### src/rtl/pong_state_frame_tx.sv
`default_nettype none
// ============================================================================
// Module   : pong_state_frame_tx
// Purpose  : Snapshots the Pong game state on request and streams an 8-byte
//            frame (header, 6 payload bytes, XOR checksum) to a byte UART
//            transmitter over its DV/Done handshake, guarded by a per-byte
//            watchdog.
// Revision : 1.0 - initial release
// ============================================================================
module pong_state_frame_tx #(
   parameter logic [7:0] HEADER_BYTE    = 8'hA5,
   parameter int         GAP_CYCLES     = 0,
   parameter int         TIMEOUT_CYCLES = 4096
) (
   input  logic       i_Clk,
   input  logic       i_Rst_L,
   input  logic       i_Send,
   input  logic [3:0] i_Score_P1,
   input  logic [3:0] i_Score_P2,
   input  logic [5:0] i_Paddle_Y_P1,
   input  logic [5:0] i_Paddle_Y_P2,
   input  logic [5:0] i_Ball_X,
   input  logic [5:0] i_Ball_Y,
   input  logic       i_TX_Done,
   output logic       o_TX_DV,
   output logic [7:0] o_TX_Byte,
   output logic       o_Busy,
   output logic       o_Frame_Done,
   output logic       o_Error,
   output logic       o_Send_Dropped
);

   // Counter widths; a 1-bit floor keeps degenerate parameter values legal.
   localparam int c_GAP_W = (GAP_CYCLES > 1) ? $clog2(GAP_CYCLES) : 1;
   localparam int c_WD_W  = (TIMEOUT_CYCLES > 1) ? $clog2(TIMEOUT_CYCLES) : 1;

   localparam logic [c_GAP_W-1:0] c_GAP_LAST = (GAP_CYCLES > 0) ? c_GAP_W'(GAP_CYCLES - 1) : '0;
   localparam logic [c_WD_W-1:0]  c_WD_LAST  = c_WD_W'(TIMEOUT_CYCLES - 1);

   typedef enum logic [2:0] {
      S_IDLE      = 3'd0,
      S_ISSUE     = 3'd1,
      S_WAIT_DONE = 3'd2,
      S_GAP       = 3'd3,
      S_FINISH    = 3'd4,
      S_ABORT     = 3'd5
   } state_t;

   state_t             r_state;
   logic [2:0]         r_idx;
   logic [c_GAP_W-1:0] r_gap;
   logic [c_WD_W-1:0]  r_wd;
   logic [7:0]         r_frame [8];

   logic               r_TX_DV;
   logic [7:0]         r_TX_Byte;
   logic               r_Busy;
   logic               r_Frame_Done;
   logic               r_Error;
   logic               r_Send_Dropped;

   logic [7:0]         w_csum;
   logic [2:0]         w_idx_nxt;
   logic [c_WD_W-1:0]  w_wd_inc;

   // Checksum over the live payload; captured together with the payload.
   always_comb begin
      w_csum    = {4'b0, i_Score_P1} ^ {4'b0, i_Score_P2} ^
                  {2'b0, i_Paddle_Y_P1} ^ {2'b0, i_Paddle_Y_P2} ^
                  {2'b0, i_Ball_X} ^ {2'b0, i_Ball_Y};
      w_idx_nxt = r_idx + 3'd1;
      w_wd_inc  = r_wd + 1'b1;
   end

   // Frame sequencer: snapshot, issue each byte, wait for Done, optional gap.
   // All outputs are registered and asserted on the transition into the
   // state that owns them, so each pulse lines up with its state cycle.
   always_ff @(posedge i_Clk or negedge i_Rst_L) begin
      if (!i_Rst_L) begin
         r_state        <= S_IDLE;
         r_idx          <= '0;
         r_gap          <= '0;
         r_wd           <= '0;
         for (int i = 0; i < 8; i++) r_frame[i] <= '0;
         r_TX_DV        <= 1'b0;
         r_TX_Byte      <= 8'h00;
         r_Busy         <= 1'b0;
         r_Frame_Done   <= 1'b0;
         r_Error        <= 1'b0;
         r_Send_Dropped <= 1'b0;
      end else begin
         r_TX_DV        <= 1'b0;
         r_Frame_Done   <= 1'b0;
         r_Error        <= 1'b0;
         // Requests outside IDLE are reported and discarded, never queued.
         r_Send_Dropped <= i_Send && (r_state != S_IDLE);

         case (r_state)
            S_IDLE: begin
               if (i_Send) begin
                  r_frame[0] <= HEADER_BYTE;
                  r_frame[1] <= {4'b0, i_Score_P1};
                  r_frame[2] <= {4'b0, i_Score_P2};
                  r_frame[3] <= {2'b0, i_Paddle_Y_P1};
                  r_frame[4] <= {2'b0, i_Paddle_Y_P2};
                  r_frame[5] <= {2'b0, i_Ball_X};
                  r_frame[6] <= {2'b0, i_Ball_Y};
                  r_frame[7] <= w_csum;
                  r_idx      <= 3'd0;
                  r_TX_DV    <= 1'b1;
                  r_TX_Byte  <= HEADER_BYTE;
                  r_Busy     <= 1'b1;
                  r_state    <= S_ISSUE;
               end
            end

            S_ISSUE: begin
               r_wd    <= '0;
               r_state <= S_WAIT_DONE;
            end

            S_WAIT_DONE: begin
               // Done takes priority over a coincident watchdog expiry.
               if (i_TX_Done) begin
                  if (r_idx == 3'd7) begin
                     r_Frame_Done <= 1'b1;
                     r_state      <= S_FINISH;
                  end else begin
                     r_idx <= w_idx_nxt;
                     if (GAP_CYCLES > 0) begin
                        r_gap   <= '0;
                        r_state <= S_GAP;
                     end else begin
                        r_TX_DV   <= 1'b1;
                        r_TX_Byte <= r_frame[w_idx_nxt];
                        r_state   <= S_ISSUE;
                     end
                  end
               end else if (w_wd_inc == c_WD_LAST) begin
                  r_wd    <= w_wd_inc;
                  r_Error <= 1'b1;
                  r_state <= S_ABORT;
               end else begin
                  r_wd <= w_wd_inc;
               end
            end

            S_GAP: begin
               if (r_gap == c_GAP_LAST) begin
                  r_TX_DV   <= 1'b1;
                  r_TX_Byte <= r_frame[r_idx];
                  r_state   <= S_ISSUE;
               end else begin
                  r_gap <= r_gap + 1'b1;
               end
            end

            S_FINISH, S_ABORT: begin
               r_Busy  <= 1'b0;
               r_state <= S_IDLE;
            end

            default: begin
               r_Busy  <= 1'b0;
               r_state <= S_IDLE;
            end
         endcase
      end
   end

   assign o_TX_DV        = r_TX_DV;
   assign o_TX_Byte      = r_TX_Byte;
   assign o_Busy         = r_Busy;
   assign o_Frame_Done   = r_Frame_Done;
   assign o_Error        = r_Error;
   assign o_Send_Dropped = r_Send_Dropped;

endmodule
`default_nettype wire

### config.mk
export PLATFORM = sky130hd
export DESIGN_NAME = pong_state_frame_tx
export DESIGN_NICKNAME = d
export VERILOG_FILES = /design/src/rtl/pong_state_frame_tx.sv
export SDC_FILE = /design/constraint.sdc
export NUM_CORES = 1
export LEC_CHECK = 0
export ABC_AREA = 1
export CAP_MARGIN = 15
export CORE_ASPECT_RATIO = 0.6
export CORE_MARGIN = 5
export CORE_UTILIZATION = 40
export CTS_CLUSTER_SIZE = 16
export DETAILED_ROUTE_END_ITERATION = 12
export GPL_TIMING_DRIVEN = 0
export PLACE_DENSITY_LB_ADDON = 0.12
export SETUP_SLACK_MARGIN = 0.05
export SYNTH_ARGS = -nofsm -noshare
export SYNTH_HDL_FRONTEND = slang
export SYNTH_SLANG_ARGS = --single-unit
### constraint.sdc
create_clock -name i_Clk -period 1.9 [get_ports i_Clk]
set_input_delay 0.285 -clock i_Clk [delete_from_list [all_inputs] [get_ports i_Clk]]
set_output_delay 0.285 -clock i_Clk [all_outputs]
set_load 0.1 [all_outputs]
[Word-level counts from Yosys, hierarchy flattened]
Cells that the tools add are included.
Widths: inputs -> output; s select.
Storage, ports and cells
  register bits after elaboration: 73
  input port bits: 36
Cells by class
  reduce and logical (&&, ||, !) cells: 13
  muxes and demuxes: 37
  bitwise logic cells: 8
  order comparisons: 2
  eq/ne operators: 11
  add/sub/neg operators: 3
Operator list (count)
  $mux 8: 8
  $bmux 8 s3: 2
  $mux 3: 8
  $pmux 12 s2: 1
  $pmux 8 s3: 1
  $xor 6x6->6: 3
  $add 12x1->12 const B: 1
  $eq 12x12->1 const B: 1
  $mux 1: 12
  $mux 12: 1
  $pmux 3 s4: 1
  $ne 2x2->1 const B: 5
  $ge 4x4->1 const B: 2
  $not 3->4: 2
  $eq 3x2->1 const B: 2
  $pmux 3 s2: 1
  $reduce_and 2->1: 3
  $reduce_bool 3->1: 2
  $xor 4x6->6: 1
  $reduce_and 5->1: 1
  $reduce_and 4->1: 1
  $reduce_bool 2->1: 2
  $xor 4x4->4: 1
  $add 3x1->3 const B: 1
  11 further kinds: 11

[Depth between registers and ports, before layout]
  word-level depth: 8
  depth in mapped cells: 13
  depth with buffers taken out: 13

[Least setup slack after synthesis]
No wires, ideal clock.
  path type: reg2reg
  from: register r_idx[1]
  to: register r_TX_Byte[0] (netlist: o_TX_Byte[0])
  setup time: 0.122 ns
  cell stages (with the launch flop): 12
  slack: 0.287 ns
  data arrival time: 1.491 ns
  period minus slack after synthesis: 1.613 ns
  path through: dfrtp_1 -> ha_1 -> clkbuf_1 -> inv_1 -> nand2_1 -> inv_1 -> nand2_1 -> nand3_1 -> nand3_1 -> nand3_1 -> o21ai_0 -> inv_1
On the way
  word-level cells in the longest chain between the ends: 8
  elaborated cells between the ends (all ways): 16
  those cells by class: add/sub (1); eq/ne (2); mux (10); bitwise (2); reduce/logical (1)
RTL lines
  from (decl): line 50  | logic [2:0] r_idx;
  from (signal assigned): line 129  | r_idx <= w_idx_nxt;
  $add 3x1->3: line 71  | w_idx_nxt = r_idx + 3'd1;
  $not 3->4 (implied by the code): line 135  | r_TX_Byte <= r_frame[w_idx_nxt];
  $bmux 8 s3: line 135
  $mux 8 (implied by the code) (2 in series): line 135
  $mux 8: line 125  | if (r_idx == 3'd7) begin
  $mux 8: line 124  | if (i_TX_Done) begin
  $pmux 8 s3: line 98  | case (r_state)
  to (signal assigned): line 135
  to (signal assigned): line 151  | r_TX_Byte <= r_frame[r_idx];
  to (decl): line 56  | logic [7:0] r_TX_Byte;
Several ways; a longest one is shown, not always the timed one. The select of a mux whose other input is x is not followed.
A chain may end at the register's enable or synchronous reset.

[Final worst setup path]
  from: register r_TX_Byte[5] (netlist: o_TX_Byte[5])
  to: output port o_TX_Byte[5]
RTL lines
  to (decl): line 26  | output logic [7:0] o_TX_Byte,
No word-level cell between the ends.

==> run_results.csv <==
group,metric,value,unit
yosys,synth_top_family_by_area,"simple AND/OR/NAND/NOR gates",
critical_path,crit_arrival,1520,ps
yosys,yosysTopAreaCellShare,0.437,
critical_path,critical_path_class,"reg2out",
yosys,synth_edf_count,0,
yosys,yosysWarnings,0,
finish,syn_to_final_growth,30.6,%
floorplanning,start_util,0.406,
finish,final_nets,644,
cts,cts_tree,"built",
placement,place_congestion,0.972,
sta,hold_viol,0,
cts,cts_buffers,9,
yosys,synth-xor-area-share,0.0509,
critical_path,critical-path-slowest-cell,"clkdlybuf4s15_1",
yosys,synth-seq-area-share,0.437,
route,via_count,3853,
critical_path,endpoint_kind,"output pin",
yosys,ys_types,31,
floorplanning,coreArea,0.00974,mm²
route,first_iter_violations,436,
route,finalWirelength,12.0,mm
finish,drive_above_1_share,0.153,
sta,setup_viol,0,
global_route,grtUsageTotal,0.211,
placement,io_buffers,47,
critical_path,max_stage_delay,830,ps
yosys,synthMuxAreaShare,0.00285,
global_route,grt_max_degree,51,
critical_path,cp_top_family,"buffers and inverters",
sta,max_freq,0.554,GHz
yosys,synth_area_leaders,"dfrtp_1 44%, nand2_1 12%, o21ai_0 9.5%",
finish,num_antenna_cells,0,
critical_path,critPathLaunchType,"register",
sta,rsz0062_at_grt,"yes",
route,drc,0,
placement,dpl.hpwl,8.77,mm
yosys,synth_seq_cells,69,
cts,cts_max_level,3,
min_path,hp-class,"in2async",
cts,root_buffer,"clkbuf_16",
floorplanning,fp.dieW,138,µm
cts,clock-sinks,69,
yosys,syn_area,0.00396,mm²
global_route,gr-total-overflow,0,
yosys,synth_fp_nets,568,
sta,final.setup.tns,0,ps
sta,clock_skew,5.45,ps
yosys,synth-simple-area-share,0.242,
sta,final-max-slew-violation-count,0,
cts,clkTransAtPathRegs,60,ps
yosys,avgSynthCellArea,7.49,µm²
critical_path,critPathBufInv,1,
global_route,antenna_found_initial,0,
yosys,synthCells,528,
floorplanning,ioPinCount,49,
yosys,async_reset_ff_frac,1.00,
yosys,synth_compound_area_frac,0.171,
run_status,status,"finished clean",
critical_path,cp_max_fo,2,
sta,tightest_slew,955,ps
floorplanning,die_area,0.0120,mm²
power_and_ir_drop,power_density,1560,mW/mm²
sta,fin_ws,94.5,ps
yosys,synth_largest_area_cell,"dfrtp_1",
power_and_ir_drop,p_leak,2.24,nW
floorplanning,die_h,87.0,µm
run,max_cap_viol_count,0,
route,ant_nets,0,
cts,clkLatencyLatePin,340,ps
sta,min_period,1810,ps
cts,cts_buffer_depth,2,
floorplanning,rows,28,
route,firstDrtPassIters,5,
route,wl_per_cell,16.1,µm
sta,slew_headroom,0.366,
critical_path,cp.required,1620,ps
power_and_ir_drop,vdd_ir_drop_max,0.810,mV
sta,post-route-period-util,0.950,
yosys,synth_flop_cell,"dfrtp_1",
yosys,synth_fa_ha_area_frac,0.0127,
route,routed_via_density,5.18,
placement,place_ws,-208,ps
global_route,grt_pass1_vias,3647,
global_route,grt_pass1_wl,19.6,mm
critical_path,crit_chain,"clkdlybuf4s15_1",
cell type report:
type | instances | area, µm²
Buffer | 19 | 105
Clock buffer | 11 | 233
Clock inverter | 5 | 75.1
Fill cell | 963 | 4580
Inverter | 62 | 239
Multi-Input combinational cell | 376 | 1990
Sequential cell | 69 | 1730
Tap cell | 135 | 169
Timing Repair Buffer | 66 | 616
Timing Repair inverter | 1 | 7.51
cell families (layout without fill, tap and decap cells):
logic type,count (synthesis),count (layout)
flip-flops,69,69
multiplexers,1,1
AO/OA/AOI/OAI,127,127
other,1,1
XOR/XNOR,23,23
buffers and inverters,83,164
AND/OR/NAND/NOR,220,220
adder cells (fa/ha/maj),4,4
per-stage QoR:
stage          total power [mW]  utilization  hold WS [ps]  std cells  area (µm²)
3_3_place_gp               5.83        0.472           475        710        4590
6_report                   8.04        0.530           379        744        5160
3_5_place_dp               5.91        0.474           202        711        4620
2_1_floorplan              4.77            -         -10.6        528        3960
5_1_grt                    8.60        0.530           424        744        5160
4_1_cts                    7.72        0.511           385        729        4970
power by group:
part           switching [mW]  internal (mW)  total, mW
clock                   0.620           1.14       1.76
sequential              0.377           2.03       2.41
combinational            2.67           1.20       3.88
total                    3.67           4.37       8.04
worst paths after layout:
| path | slack, ps | cells after the start | to | from |
|---|---|---|---|---|
| max in group asynchronous | 960 | 3 | r_idx[1] | i_Rst_L |
| setup reg to reg | 120 | 10 | o_TX_Byte[2] | r_idx[1] |
| hold / removal | 380 | 2 | r_frame[11] | i_Rst_L |
| min in group i_Clk | 490 | 2 | o_TX_Byte[4] | o_TX_Byte[4] |
| hold reg to reg | 490 | 2 | o_TX_Byte[4] | o_TX_Byte[4] |
| setup / recovery | 90 | 1 | o_TX_Byte[5] | o_TX_Byte[5] |
per-layer routing:
layer	routed length, µm	GRT usage	up-vias
li1	-	-	1879
met1	6190	0.315	1804
met2	4570	0.289	156
met3	1050	0.0664	14
met4	160	0.0628	0
met5	0	0	-
sequential cells by signal, summed over array words and instances (netlist names):
| register | count |
|---|---|
| r_wd | 12 |
| o_Error | 1 |
| o_Frame_Done | 1 |
| o_TX_Byte | 7 |
| r_idx | 3 |
| o_Send_Dropped | 1 |
| r_state | 3 |
| o_Busy | 1 |
| r_frame | 39 |
| o_TX_DV | 1 |
repair_timing:
item,4_1_cts,5_1_grt
hold endpoints to repair,19,0
hold buffers,1,0
resized for setup,26,43
cloned,0,1
setup buffers,2,15
pin swaps,1,6
setup endpoints to repair,32,63
Yosys cell counts (all sizes together), types with 5 or more instances:
cell and count:
buf 9, or2 5, o211ai 5, inv 62
dfrtp 69, o22ai 7, nand2 127, nand3 42
a21oi 29, nor2 39, xnor2 20, clkbuf 12
o21ai 81
cells in the final DEF (no fill, tap or decap), types with 3 or more instances in the layout:
master	netlist	final
o211ai_1	5	5
clkdlybuf4s50_1	0	34
buf_4	1	21
or2_2	5	5
buf_2	8	3
nor2_1	31	26
nand2_2	4	6
clkbuf_1	12	6
xor2_1	3	3
o21ai_1	4	4
nor3_1	4	4
nand3_1	41	40
o21ai_0	75	75
clkbuf_16	0	9
nand2_1	123	120
dlygate4sd2_1	0	3
clkbuf_4	0	3
a21oi_1	29	29
inv_2	4	4
xnor2_1	20	20
nor2_4	4	9
clkbuf_2	0	9
dfrtp_1	69	67
clkinv_2	0	3
nand4_1	3	3
clkdlybuf4s15_1	0	5
inv_1	58	56
nor2_2	4	4
o22ai_1	7	7
(Power assumes the default switching activity.)
